--- src/rtl/instr_fetch_unit.sv ---
// RV32I fetch front-end: PC, imem req/ack fetch, one-entry valid/ready buffer to the decoder,
// redirect flush and a fixed fetch stall after a Zihintpause PAUSE.
module instr_fetch_unit #(
    parameter logic [31:0] RESET_PC     = 32'h0000_0000,
    parameter int          PAUSE_CYCLES = 16,
    parameter logic [31:0] PAUSE_WORD   = 32'h0100_000F
) (
    input  logic        clk,
    input  logic        reset,
    output logic        imem_req,
    output logic [31:0] imem_addr,
    input  logic        imem_ack,
    input  logic [31:0] imem_rdata,
    output logic        instr_valid,
    output logic [31:0] instr,
    output logic [31:0] instr_pc,
    input  logic        instr_ready,
    input  logic        redirect,
    input  logic [31:0] redirect_pc,
    output logic        pausing
);

    localparam int CNT_W = (PAUSE_CYCLES > 0) ? (($clog2(PAUSE_CYCLES + 1) > 0) ? $clog2(PAUSE_CYCLES + 1) : 1) : 1;
    localparam logic [CNT_W-1:0] CNT_LOAD = (PAUSE_CYCLES > 0) ? CNT_W'(PAUSE_CYCLES - 1) : '0;
    localparam bit PAUSE_EN = (PAUSE_CYCLES > 0);

    typedef enum logic {
        FETCH = 1'b0,
        PAUSE = 1'b1
    } state_t;

    state_t           state;
    logic [31:0]      pc;
    logic [CNT_W-1:0] cnt;
    logic             xfer;
    logic             handoff;
    logic             is_pause;

    // Only request when the buffer is empty or being drained this cycle.
    assign imem_req  = !reset && (state == FETCH) && (!instr_valid || instr_ready);
    assign imem_addr = pc;
    assign xfer      = imem_req && imem_ack;
    assign handoff   = instr_valid && instr_ready;
    assign is_pause  = PAUSE_EN && (imem_rdata == PAUSE_WORD);
    assign pausing   = (state == PAUSE);

    always_ff @(posedge clk) begin
        if (reset) begin
            pc          <= RESET_PC;
            state       <= FETCH;
            cnt         <= '0;
            instr_valid <= 1'b0;
            instr       <= '0;
            instr_pc    <= '0;
        end else if (redirect) begin
            // Any transfer this cycle is dropped; a handoff this cycle is simply consumed.
            pc          <= redirect_pc & 32'hFFFF_FFFC;
            state       <= FETCH;
            cnt         <= '0;
            instr_valid <= 1'b0;
        end else begin
            if (xfer) begin
                instr       <= imem_rdata;
                instr_pc    <= pc;
                instr_valid <= 1'b1;
                pc          <= pc + 32'd4;
            end else if (handoff) begin
                instr_valid <= 1'b0;
            end

            case (state)
                FETCH: begin
                    if (xfer && is_pause) begin
                        state <= PAUSE;
                        cnt   <= CNT_LOAD;
                    end
                end
                PAUSE: begin
                    if (cnt != '0) cnt <= cnt - 1'b1;
                    else           state <= FETCH;
                end
                default: state <= FETCH;
            endcase
        end
    end

endmodule

--- config.mk ---
export PLATFORM = sky130hd
export DESIGN_NAME = instr_fetch_unit
export DESIGN_NICKNAME = d
export VERILOG_FILES = /design/src/rtl/instr_fetch_unit.sv
export SDC_FILE = /design/constraint.sdc
export NUM_CORES = 1
export LEC_CHECK = 0
export BUFFER_PORTS_ARGS = -buffer_cell sky130_fd_sc_hd__buf_2
export CORE_UTILIZATION = 45
export CTS_CLUSTER_SIZE = 8
export DETAILED_ROUTE_END_ITERATION = 6
export HOLD_SLACK_MARGIN = 0.06
export PLACE_DENSITY_LB_ADDON = 0.1
export REMOVE_ABC_BUFFERS = 1
export SYNTH_ARGS = -nofsm -noshare
export SYNTH_HDL_FRONTEND = slang
export SYNTH_SLANG_ARGS = --single-unit
export TNS_END_PERCENT = 30
--- constraint.sdc ---
create_clock -name clk -period 2.5 [get_ports clk]
set_input_delay 0.25 -clock clk [delete_from_list [all_inputs] [get_ports clk]]
set_output_delay 0.25 -clock clk [all_outputs]
set_load 0.05 [all_outputs]
==> impl_results.md <==
* Status: complete, no violations
* Tot Pwr at 3.38 mW
* CP max-delay cell: or4_4
* Hold Crit Depth at 3
* Post-route setup slack at 315 ps
* Fin. max-slew vios at 0
* CP startpoint kind: flip-flop
* WHS at 128 ps
* Layout cell share with drive strength beyond 1 at 29.2%
* TritonCTS clock tree: yes
* Initial detailed-routing violation count at 104
* Setup TNS at 0 ps
* Total iterations of the first detailed-routing run at 4
* Final hold vios at 0
* Area grow syn2layout at 26.3%
* DR vias at 4178
* Reg-to-reg startpoint: imem_addr[6]
* Largest net degree at the start of global routing at 58
* CP Buf/Inv Count at 0
* Die Footprint at 9950 µm²
* First-pass GRT wire length at 17500 µm
* Clock buffer depth at 2
* Worst EP arrival at 2480 ps
* Area of the multi-input gates at 2130 µm²
* Commonest non-fill, non-tap cell in the layout: buf_2
* Post-CTS resize count at 0
* Initial antenna violation count at 0
* Number of synthesized register bits at 99
* Worst Path Required at 2800 ps
* Synth Flop Type: dfxtp_1
* Cell variety after synth at 49
* Clock skew at 11.0 ps
* Remaining global-route overflow at 0
* Max_cap viols at 0
* Crit-path leading delay family: simple AND/OR/NAND/NOR gates
* Fin crit share at 87.4%
* Yosys synthesis warning count at 0
* FF+latch area at 1980 µm²
* Post-Syn Area at 4300 µm²
* Dpl ws at 332 ps
* CTS sink cnt at 99
* Worst-path fanout max at 7
* Nature of the critical path endpoint: flip-flop
* Worst VDD drop at 399 µV
* RR Endpoint: imem_addr[28]
* Unrepaired setup endpoints after global routing: no
* R2r setup slk at 310 ps
* Die height at 99.8 µm
* Remaining antenna violation count at 0
* Share of flip-flops with an asynchronous set or reset at 0%
* GP Congestion at 0.769
* Cells after Synth at 542
* Reg2Reg Depth at 5
* CTS Buf Count at 9
* WL/cell at 13.3 µm
* Pwr Density at 622 nW/µm²
* Hold Path Origin: imem_rdata[11]
* Initial Utilization at 46.6%
* Vias per cell at 5.06
* # fillers at 907
* CP peak stage delay at 540 ps
* PortBufs at 161
* Fmax at 0.458 GHz
* Antenna diodes at 0
* Hold Path Class: in2reg
* Fin crit period at 2190 ps
* Cell row count at 35
* Root Buffer: clkbuf_8
* Leak Pwr at 2.25 nW
* I/O pin cnt at 168
* Critical path, cell by cell: nand4_1 -> or4_4 -> or3_4 -> or4_1 -> nand3_1
* DP Wirelength at 7730 µm
* # H-tree levels at 3
* Layout net count at 763
* Clk pin slew, worst setup/hold paths at 100 ps
* Vias in the first global route at 3739
* DRT Wirelength at 11000 µm
* WS Path Type: reg2reg
* DRC violations left at 0
* Most frequent cells in the layout: buf_2, nand2_1, dfxtp_1
* Die width at 99.8 µm
* Syn Area/Cell at 7.94 µm²
* Seq/Total Area, Yosys at 46.1%
* Cts hold-fix bufs at 0
* Hold Path End: instr[11]
* Relative max-transition margin at 59.4%
* Total Routing Usage GR at 21.9%
* Worst-skew pair later-pin latency at 360 ps
* Final Setup Violations at 0
* Post-CTS Repair Setup Buffers at 0
* Post-synth EDFFs at 0
* Core ar. at 9240 µm²
* Least-Margin Pin Slew at 609 ps
cell usage after synthesis (4+ instances only):
library cell    n  area (µm²)
nand3_1        11        55.1
dfxtp_1        99        1980
a311oi_1        5        43.8
xor2_1          4        35.0
nor4_1         13        81.3
buf_4           4        30.0
inv_1           9        33.8
o21ai_0         7        35.0
nand2_1       150         563
and2_1          4        25.0
and4_1          4        35.0
nand4_1        11        68.8
a21oi_1        73         365
clkbuf_1       30         113
xnor2_1        20         175
nor2_1         28         105
a211oi_1       14         105
nor3_1         10        50.1
how the worst max path moves through the flow:
| stage | from | end | cells after the start |
|---|---|---|---|
| floorplan | pausing | instr[0] | 5 |
| global placement | imem_addr[6] | imem_addr[28] | 5 |
| detailed placement | imem_addr[6] | imem_addr[28] | 5 |
| CTS | imem_addr[6] | imem_addr[28] | 5 |
| global route | imem_addr[6] | imem_addr[26] | 6 |
| finish | imem_addr[6] | imem_addr[28] | 5 |
flip-flops by register name, summed over array words and instances, names as in the netlist:
register	flops
cnt	5
imem_addr	30
instr	32
instr_pc	30
instr_valid	1
pausing	1
layout make-up:
class                           instances  share of cell area, %
Clock buffer                           10                   2.53
Sequential cell                        99                   36.5
Tap cell                              129                   2.97
Multi-Input combinational cell        399                   39.1
Inverter                                9                  0.622
Timing Repair Buffer                  174                   16.7
Clock inverter                          5                   1.57
worst reg2reg max path, cell delays in order (launching register included):
cell and delay (ps):
dfxtp_1 460, nand4_1 170, or4_4 540, or3_4 400, or4_1 470, nand3_1 90
per-layer routing:
| metal | track usage (%) | vias up | part of all wire, % |
|---|---|---|---|
| li1 | - | 2145 | - |
| met1 | 29.3 | 1909 | 47 |
| met2 | 34.6 | 109 | 46 |
| met3 | 4.60 | 15 | 5.6 |
| met4 | 8.82 | 0 | 1.7 |
| met5 | 0 | - | 0 |
power by group:
group / internal (mW) / switching [mW]
clock network: 0.591 / 0.554
logic: 0.150 / 0.384
registers: 1.63 / 0.0637
per-stage QoR:
stage / std cells / util [%] / cell area [µm²]
after floorplan: 507 / - / 4130
after global placement: 810 / 56.4 / 5210
after detailed placement: 810 / 56.4 / 5210
after CTS: 825 / 58.8 / 5430
after global routing: 825 / 58.8 / 5430
final: 825 / 58.8 / 5430
cell families after synthesis:
kind of cell | synth area share [%]
other | 0.0872
and+or+nand+nor | 28.2
xor gates and xnor gates | 4.89
buffers and inverters | 5.06
muxes | 0.262
adders and majority gates | 0.582
AOI/OAI and AO/OA | 14.9
DFF | 46.1
Power figures use the tool's default switching activity.
